<file path="src/rtl/cordic_vector_unit_if.sv">
// rtl/cordic_vector_unit_if.sv - vector in / phase+magnitude out handshake bundle
//
// Purpose: groups the two valid/ready channels of cordic_vector_unit.
// Ports (signals):
//   in_valid, in_ready        input-channel handshake
//   x_in, y_in                signed Q1.15 vector components
//   out_valid, out_ready      result-channel handshake
//   angle_out                 unsigned phase, full turn = 2^ATAN_W
//   mag_out                   unsigned Q3.15 magnitude
// Modports: master = producer of vectors / consumer of results,
//           slave  = the CORDIC unit.
interface cordic_vector_unit_if #(
  parameter int ATAN_W = 17
);
  logic              in_valid;
  logic              in_ready;
  logic [15:0]       x_in;
  logic [15:0]       y_in;
  logic              out_valid;
  logic              out_ready;
  logic [ATAN_W-1:0] angle_out;
  logic [17:0]       mag_out;

  modport master (
    output in_valid, x_in, y_in, out_ready,
    input  in_ready, out_valid, angle_out, mag_out
  );

  modport slave (
    input  in_valid, x_in, y_in, out_ready,
    output in_ready, out_valid, angle_out, mag_out
  );
endinterface

</file>
<file path="src/rtl/cordic_vector_unit.sv">
// rtl/cordic_vector_unit.sv - iterative vectoring-mode CORDIC (phase and magnitude)
//
// Purpose: converts a Q1.15 Cartesian vector to a 17-bit unsigned phase
// (0x08000 = pi/2) and an 18-bit Q3.15 magnitude, one micro-rotation per clock.
// Ports:
//   clk_i   clock, rising edge
//   rst_i   synchronous active-high reset
//   bus     cordic_vector_unit_if.slave (input and result handshakes)
// Build option: CORDIC_VECTOR_GAIN_COMP_EN - when defined the CORDIC gain is
//   removed from the magnitude with a single constant multiply; otherwise the
//   magnitude carries the ~1.6468 gain.
// Note: the arctangent table is scaled for ATAN_W = 17.
module cordic_vector_unit #(
  parameter int STAGES = 16,
  parameter int ATAN_W = 17
) (
  input logic                  clk_i,
  input logic                  rst_i,
  cordic_vector_unit_if.slave  bus
);

  localparam int IW = $clog2(STAGES);
  localparam logic [ATAN_W-1:0] HALF_TURN = ATAN_W'(1) << (ATAN_W - 1);

  typedef enum logic [1:0] {
    IDLE = 2'd0,
    ITER = 2'd1,
    DONE = 2'd2
  } state_e;

  state_e               state_q;
  logic signed [17:0]   x_q, y_q;
  logic [ATAN_W-1:0]    z_q;
  logic [IW-1:0]        i_q;
  logic                 zero_q;
  logic                 in_ready_q;
  logic                 out_valid_q;
  logic [ATAN_W-1:0]    angle_q;
  logic [17:0]          mag_q;

  // round(atan(2^-i) * 2^17 / (2*pi))
  function automatic logic [ATAN_W-1:0] atan_lut(input int idx);
    logic [16:0] v;
    case (idx)
      0:       v = 17'h04000;
      1:       v = 17'h025C8;
      2:       v = 17'h013F6;
      3:       v = 17'h00A22;
      4:       v = 17'h00516;
      5:       v = 17'h0028C;
      6:       v = 17'h00146;
      7:       v = 17'h000A3;
      8:       v = 17'h00051;
      9:       v = 17'h00029;
      10:      v = 17'h00014;
      11:      v = 17'h0000A;
      12:      v = 17'h00005;
      13:      v = 17'h00003;
      14:      v = 17'h00001;
      15:      v = 17'h00001;
      default: v = 17'h00000;
    endcase
    return ATAN_W'(v);
  endfunction

  // Sign-extended inputs; 18 bits keep -(-32768) representable.
  logic signed [17:0] x_ext, y_ext;
  assign x_ext = {{2{bus.x_in[15]}}, bus.x_in};
  assign y_ext = {{2{bus.y_in[15]}}, bus.y_in};

  // One micro-rotation on the current register values.
  logic signed [17:0] x_sh, y_sh, x_nx, y_nx;
  logic [ATAN_W-1:0]  z_nx;
  logic [ATAN_W-1:0]  atan_i;

  always_comb begin
    x_sh   = x_q >>> i_q;
    y_sh   = y_q >>> i_q;
    atan_i = atan_lut(int'(i_q));
    if (!y_q[17]) begin
      x_nx = x_q + y_sh;
      y_nx = y_q - x_sh;
      z_nx = z_q + atan_i;
    end else begin
      x_nx = x_q - y_sh;
      y_nx = y_q + x_sh;
      z_nx = z_q - atan_i;
    end
  end

  // Magnitude formed from the last rotation's x, registered on entry to DONE.
  logic [17:0] mag_nx;
`ifdef CORDIC_VECTOR_GAIN_COMP_EN
  logic signed [33:0] prod;
  always_comb begin
    // 0x4DB9 / 2^15 ~= 1/K for 16 stages; +2^14 rounds to nearest.
    prod   = 34'(x_nx) * 34'sh4DB9 + 34'sd16384;
    mag_nx = prod[32:15];
  end
`else
  assign mag_nx = x_nx;
`endif

  always_ff @(posedge clk_i) begin
    if (rst_i) begin
      state_q     <= IDLE;
      x_q         <= '0;
      y_q         <= '0;
      z_q         <= '0;
      i_q         <= '0;
      zero_q      <= 1'b0;
      in_ready_q  <= 1'b1;
      out_valid_q <= 1'b0;
      angle_q     <= '0;
      mag_q       <= '0;
    end else begin
      case (state_q)
        IDLE: begin
          if (bus.in_valid) begin
            // Fold the left half-plane onto the right so the iterations
            // only need to cover +/- pi/2.
            if (bus.x_in[15]) begin
              x_q <= -x_ext;
              y_q <= -y_ext;
              z_q <= HALF_TURN;
            end else begin
              x_q <= x_ext;
              y_q <= y_ext;
              z_q <= '0;
            end
            zero_q     <= (bus.x_in == 16'd0) && (bus.y_in == 16'd0);
            i_q        <= '0;
            in_ready_q <= 1'b0;
            state_q    <= ITER;
          end
        end
        ITER: begin
          x_q <= x_nx;
          y_q <= y_nx;
          z_q <= z_nx;
          if (i_q == IW'(STAGES - 1)) begin
            angle_q     <= zero_q ? '0 : z_nx;
            mag_q       <= zero_q ? '0 : mag_nx;
            out_valid_q <= 1'b1;
            state_q     <= DONE;
          end else begin
            i_q <= i_q + 1'b1;
          end
        end
        DONE: begin
          if (bus.out_ready) begin
            out_valid_q <= 1'b0;
            in_ready_q  <= 1'b1;
            state_q     <= IDLE;
          end
        end
        default: begin
          state_q     <= IDLE;
          in_ready_q  <= 1'b1;
          out_valid_q <= 1'b0;
        end
      endcase
    end
  end

  assign bus.in_ready  = in_ready_q;
  assign bus.out_valid = out_valid_q;
  assign bus.angle_out = angle_q;
  assign bus.mag_out   = mag_q;

endmodule

</file>
<file path="src/flat_wrapper.sv">
// flat-port wrapper written by rule: the top's interface ports become plain ports
module cordic_vector_unit_flat 
#(
  parameter int STAGES = 16,
  parameter int ATAN_W = 17
)
  (clk_i, rst_i, bus_in_valid, bus_x_in, bus_y_in, bus_out_ready, bus_in_ready, bus_out_valid, bus_angle_out, bus_mag_out);
  cordic_vector_unit_if #(.ATAN_W(ATAN_W)) bus_i ();
  input logic clk_i;
  input logic rst_i;
  input wire logic [$bits(bus_i.in_valid)-1:0] bus_in_valid;
  input wire logic [$bits(bus_i.x_in)-1:0] bus_x_in;
  input wire logic [$bits(bus_i.y_in)-1:0] bus_y_in;
  input wire logic [$bits(bus_i.out_ready)-1:0] bus_out_ready;
  output wire logic [$bits(bus_i.in_ready)-1:0] bus_in_ready;
  output wire logic [$bits(bus_i.out_valid)-1:0] bus_out_valid;
  output wire logic [$bits(bus_i.angle_out)-1:0] bus_angle_out;
  output wire logic [$bits(bus_i.mag_out)-1:0] bus_mag_out;
  assign bus_i.in_valid = bus_in_valid;
  assign bus_i.x_in = bus_x_in;
  assign bus_i.y_in = bus_y_in;
  assign bus_i.out_ready = bus_out_ready;
  assign bus_in_ready = bus_i.in_ready;
  assign bus_out_valid = bus_i.out_valid;
  assign bus_angle_out = bus_i.angle_out;
  assign bus_mag_out = bus_i.mag_out;
  cordic_vector_unit #(.STAGES(STAGES), .ATAN_W(ATAN_W)) u_core (.clk_i(clk_i), .rst_i(rst_i), .bus(bus_i));
endmodule
</file>
<file path="config.mk">
export PLATFORM = sky130hd
export DESIGN_NAME = cordic_vector_unit_flat
export DESIGN_NICKNAME = d
export VERILOG_FILES = /design/src/rtl/cordic_vector_unit_if.sv /design/src/rtl/cordic_vector_unit.sv /design/src/flat_wrapper.sv
export SDC_FILE = /design/constraint.sdc
export NUM_CORES = 1
export LEC_CHECK = 0
export CAP_MARGIN = 10
export CORE_MARGIN = 2
export CORE_UTILIZATION = 59
export CTS_BUF_LIST = sky130_fd_sc_hd__clkbuf_4 sky130_fd_sc_hd__clkbuf_8
export DETAILED_ROUTE_END_ITERATION = 7
export PLACE_DENSITY = 0.9
export SKIP_CTS_REPAIR_TIMING = 1
export SYNTH_ARGS = -nofsm -noshare
export SYNTH_HDL_FRONTEND = slang
export SYNTH_SLANG_ARGS = --single-unit
</file>
<file path="constraint.sdc">
create_clock -name clk_i -period 6.5 [get_ports clk_i]
set_clock_uncertainty 0.1 [all_clocks]
set_input_delay 1.625 -clock clk_i [delete_from_list [all_inputs] [get_ports clk_i]]
set_output_delay 1.625 -clock clk_i [all_outputs]
set_load 0.01 [all_outputs]
</file>
# --- Yosys cells after proc, flatten, opt, wreduce, memory -nomap -nowiden ---
# Memories as Yosys holds them, arrays and structs flattened. A register that Yosys moved wholly into a read port is not among the register bits.
# Cells that the tools add are included.
word_totals:
  inputBits: 36
  ff_bits: 97
  word_cells: 72
  out_inout_bits: 37
  memories: 1
  rom_bits: 240
mem_list:
  columns: ["memory", "depth", "width", "rd", "rd_clocked_by_memory_dff", "wr", "line", "text"]
  rows:
  - ["(no name shown)", 16, 15, 1, 1, 0, "cordic_vector_unit.sv:44", "case (idx)"]
classes:
  n_reduce_logical: 12
  n_bitwise: 2
  addsub: 9
  eq_ne: 7
  n_mux: 29
  n_shift: 2
op_table:
  columns: ["operator", "count"]
  rows:
  - ["$mux 18", 7]
  - ["$pmux 18 s2", 2]
  - ["$mux 17", 4]
  - ["$add 18x18->18", 2]
  - ["$neg 16->18", 2]
  - ["$sshr 18x4->18", 2]
  - ["$sub 18x18->18", 2]
  - ["$pmux 17 s2", 1]
  - ["$logic_not 16->1", 2]
  - ["$add 17x17->17", 1]
  - ["$sub 17x17->17", 1]
  - ["$mux 4", 4]
  - ["$reduce_and 3->1", 4]
  - ["$pmux 4 s2", 1]
  - ["$mux 2", 3]
  - ["$ne 2x2->1 const B", 3]
  - ["$pmux 1 s3", 2]
  - ["$pmux 2 s3", 1]
  - ["$reduce_and 2->1", 3]
  - ["$add 4x1->4 const B", 1]
  - ["$eq 4x4->1 const B", 1]
  - ["$mux 1", 4]
  - ["$eq 2x1->1 const B", 1]
  - ["$eq 2x2->1 const B", 1]
  - ["other kinds (5)", 6]

# --- Longest topological paths before layout ---
depth:
  depth_word: 5
  ltp_mapped: 25
  depth_no_buf: 21

# --- Worst setup path before layout ---
# No wires, ideal clock.
synth_path:
  path_kind: "reg-to-reg"
  startpoint: "register u_core.i_q[1]"
  endpoint: "register u_core.mag_q[17] (netlist: u_core.bus.mag_out[17])"
  arrival_time_ps: 4510
  period_less_slack_ps: 4726
  stages_incl_launch_ff: 21
  n_path_buf: 2
  required_ps: 6283
  setup_slack_ps: 1774
  path_cell_list: "dfxtp_1 buf_4 buf_2 mux4_2 mux2_2 o21ai_0 ha_1 a21boi_1 nand3_1 nor3_2 a211oi_1 a21oi_1 a2bb2o_1 ha_1 and3_1 o2111ai_1 nand4_1 o31ai_1 xnor2_1 xor2_1 a22o_1"
synth_between:
  elab_chain_len: 4
synth_rtl:
  columns: ["element", "line", "text"]
  rows:
  - ["start: declaration", "cordic_vector_unit.sv:34", "logic [IW-1:0] i_q;"]
  - ["start signal: assignment", "cordic_vector_unit.sv:147", "i_q <= i_q + 1'b1;"]
  - ["$sshr 18x4->18", "cordic_vector_unit.sv:78", "y_sh = y_q >>> i_q;"]
  - ["$add 18x18->18 or $sub 18x18->18 (tied branches)", "cordic_vector_unit.sv:81, cordic_vector_unit.sv:85", null]
  - ["$mux 18", "cordic_vector_unit.sv:80", "if (!y_q[17]) begin"]
  - ["$mux 18", "cordic_vector_unit.sv:143", "mag_q <= zero_q ? '0 : mag_nx;"]
  - ["end signal: assignment", "cordic_vector_unit.sv:143", null]
  - ["end: declaration", "cordic_vector_unit.sv:39", "logic [17:0] mag_q;"]
# Several ways; a longest one is shown, not always the timed one.
# A chain may end at the register's enable or synchronous reset.

# --- Final worst setup path ---
layout_path:
  startpoint: "register u_core.i_q[1]"
  endpoint: "register u_core.y_q[17]"
layout_between:
  elab_chain_len: 4
layout_rtl:
  columns: ["element", "line", "text"]
  rows:
  - ["$sshr 18x4->18 (*)", "cordic_vector_unit.sv:77", "x_sh = x_q >>> i_q;"]
  - ["$sub 18x18->18 or $add 18x18->18 (tied branches)", "cordic_vector_unit.sv:82, cordic_vector_unit.sv:86", null]
  - ["$mux 18 (*)", "cordic_vector_unit.sv:80", null]
  - ["$pmux 18 s2 (*)", "cordic_vector_unit.sv:117", "case (state_q)"]
  - ["end signal: assignment", "cordic_vector_unit.sv:124", "y_q <= -y_ext;"]
  - ["end signal: assignment", "cordic_vector_unit.sv:128", "y_q <= y_ext;"]
  - ["end signal: assignment", "cordic_vector_unit.sv:139", "y_q <= y_nx;"]
  - ["end: declaration", "cordic_vector_unit.sv:32", "logic signed [17:0] x_q, y_q;"]
# Mark *: on every way between the ends. The rest lies on a longest branch, timed or not.

==> results.py <==
metrics = {
    "synth": {
        "ys_seq_elements": 112,
        "synthTopCellsByCount": "nor2_1 (159), dfxtp_1 (112), a21oi_1 (102), nand2_1 (82), ha_1 (61)",
        "synthMostInstantiatedCell": "nor2_1",
        "synth_nets": 1337,
        "synthCells": 1237,
        "yosysSeqAreaShare": 0.224,
        "synth-edff-count": 0,
        "postSynth.asyncResetShare": 0,
        "synth_top_area_share": 0.224,
        "yosys_warnings": 0,
        "syn_avg_cell_area_um2": 8.10,
        "yosysUniqueCellTypes": 81,
        "yosysTopAreaCell": "dfxtp_1",
        "ys.flop_type": "dfxtp_1",
        "netlist_area_mm2": 0.0100,
        "synthTopCellsByArea": "dfxtp_1 (22%), ha_1 (7.6%), nor2_1 (6.0%), xnor2_1 (5.2%), a21oi_1 (5.1%)",
    },
    "clock_tree": {
        "clk_latency_ns": 0.41,
        "cts_tree": "built",
        "cts-root-buf": "clkbuf_8",
        "cts_buffers": 9,
        "cts.sinks": 112,
        "htreeDepth": 3,
        "clkTransAtPathRegs_ns": 0.12,
        "clockBufferDepth": 2,
    },
    "detailed_routing": {
        "vias_per_cell": 6.47,
        "drt-initial-drc-count": 716,
        "vias": 9608,
        "post-route-drc-count": 0,
        "wirelength_um": 28200,
        "first_pass_iters": 6,
        "antenna_left": 0,
        "avgRoutedWirePerCell_um": 19.0,
    },
    "timing": {
        "slew_violations": 0,
        "whs_ns": 0.375,
        "relSlewSlack": 0.301,
        "worst_slew_pin_slew_ns": 1.04,
        "finalHoldViolations": 0,
        "finalSetupViolCount": 0,
        "fmax_ghz": 0.174,
        "period_share": 0.885,
        "fin_tns_setup_ns": 0,
        "period_minus_slack_ns": 5.76,
        "rsz0062_at_grt": "false",
        "setup_ws_ns": 0.744,
    },
    "floorplan": {
        "placementRows": 47,
        "core_area_mm2": 0.0166,
        "die_area_mm2": 0.0180,
        "io_pins": 73,
        "die_w_um": 134,
        "die_h_um": 134,
        "initial_core_util": 0.604,
    },
    "setup_path": {
        "end_kind": "flop",
        "worstPathArrival_ns": 5.93,
        "worstSetupPathType": "reg -> reg",
        "cp.required_ns": 6.67,
        "crit_fanout": 36,
        "cp-start-kind": "flop",
    },
    "final_layout": {
        "antennaDiodeCount": 0,
        "fillCellCount": 1362,
        "seq_area_mm2": 0.00225,
        "synthToLayoutAreaGrowth_pct": 9.85,
        "final_area_mm2": 0.0110,
        "fin_nets": 1361,
        "post-route-util": 0.664,
        "drive_gt1_frac": 0.0798,
        "multiInputGateArea_mm2": 0.00730,
    },
    "global_routing": {
        "met3_usage": 0.0472,
        "use_met1": 0.376,
        "use_met2": 0.532,
        "busiest_layer": "met2",
        "overflow": 0,
        "antenna_found_initial": 0,
        "grt_max_degree": 68,
        "grt_pass1_wl_um": 45700,
        "groute.usage.overall": 0.313,
        "first_global_vias": 9454,
    },
    "status": {
        "status": "complete, no violations",
    },
    "power": {
        "leakagePower_nw": 4.32,
        "p_per_area_mw_per_mm2": 348,
        "peakVddDrop_uv": 239,
    },
    "placed_design": {
        "gp_congestion": 0.981,
        "post-place-ws_ns": 0.900,
        "port_buffers": 72,
        "hpwlAfterDp_um": 20600,
        "dpl-instance-area_mm2": 0.0108,
    },
    "hold_path": {
        "hp-class": "reg -> reg",
    },
    "flow_run": {
        "max_cap_viol_count": 0,
    },
}
-- worst max-delay path, stage by stage (launching register included) --
cell and delay (ns):
dfxtp_2 0.73, buf_4 0.49, mux4_2 0.40, a211oi_1 0.28, a21oi_1 0.14, a2111oi_4 0.40, and2_1 0.23, a21oi_1 0.09
xnor2_1 0.16, ha_1 0.33, a21oi_1 0.22, o21bai_1 0.08, a21oi_1 0.19, a21bo_2 0.27, a31oi_1 0.23, nor2_1 0.08
a2111oi_0 0.57, xnor2_1 0.18, a2111oi_2 0.42
-- registers in the layout (all words and copies together), names as in the netlist --
signal	flops
u_core.bus.in_ready	1
u_core.bus.angle_out	17
u_core.state_q	2
u_core.bus.mag_out	18
u_core.i_q	4
u_core.z_q	17
u_core.atan_i	15
u_core.zero_q	1
u_core.bus.out_valid	1
u_core.y_q	18
u_core.x_q	18
-- path summary, 6_finish.rpt --
kind | startpoint | endpoint | slack (ns) | cells after the start
worst max-delay path | u_core.i_q[1]$_SDFFE_PP0P_ | u_core.y_q[17]$_SDFFE_PP0P_ | 0.74 | 18
worst min-delay path | u_core.bus.mag_out[15]$_SDFFE_PP0P_ | u_core.bus.mag_out[15]$_SDFFE_PP0P_ | 0.37 | 2
worst max register to register | u_core.i_q[1]$_SDFFE_PP0P_ | u_core.y_q[17]$_SDFFE_PP0P_ | 0.74 | 18
worst min register to register | u_core.bus.mag_out[15]$_SDFFE_PP0P_ | u_core.bus.mag_out[15]$_SDFFE_PP0P_ | 0.37 | 2
-- metrics by stage --
step	total power, W	cells
detailed placement	0.00335	1470
global route	0.00410	1486
finish	0.00383	1486
CTS	0.00379	1486
global placement	0.00328	1470
floorplan	0.00278	1237
-- routing by layer --
| metal | up-vias | wire length (um) |
|---|---|---|
| met5 | - | 0 |
| met4 | 0 | 1530 |
| met3 | 102 | 2040 |
| met2 | 447 | 13600 |
| met1 | 4484 | 11100 |
| li1 | 4575 | - |
-- cell type report --
cell class,count,share of cell area
Tap cell,220,0.0250
Multi-Input combinational cell,1007,0.663
Sequential cell,112,0.204
Clock inverter,5,0.00443
Clock buffer,11,0.0132
Timing Repair Buffer,86,0.0746
Inverter,45,0.0153
-- logic make-up after synthesis --
| family | synth area share |
|---|---|
| compound gates | 0.222 |
| xor+xnor | 0.0978 |
| fa+ha+maj | 0.0822 |
| buf+inv | 0.0489 |
| flops | 0.224 |
| mux | 0.134 |
| simple gates | 0.191 |
-- power breakdown --
| part | leakage, nW | switching [W] | internal (W) |
|---|---|---|---|
| combinational | 3.31 | 0.00141 | 0.00106 |
| sequential | 0.915 | 0.000166 | 0.000769 |
| clock | 0.0923 | 0.000269 | 0.000160 |
-- placed cells by master, fill, tap and decap left out, types with 37 or more instances in the layout --
master | synthesis | layout
nand2_1 | 82 | 82
ha_1 | 61 | 61
mux2i_1 | 45 | 45
a21oi_1 | 102 | 102
inv_1 | 42 | 42
xnor2_1 | 60 | 60
nor2_1 | 159 | 158
xor2_1 | 50 | 50
clkdlybuf4s50_1 | 0 | 71
nor3_1 | 37 | 37
dfxtp_1 | 112 | 109
o21ai_0 | 46 | 46
Note: power is estimated with default switching activity, not from simulation.
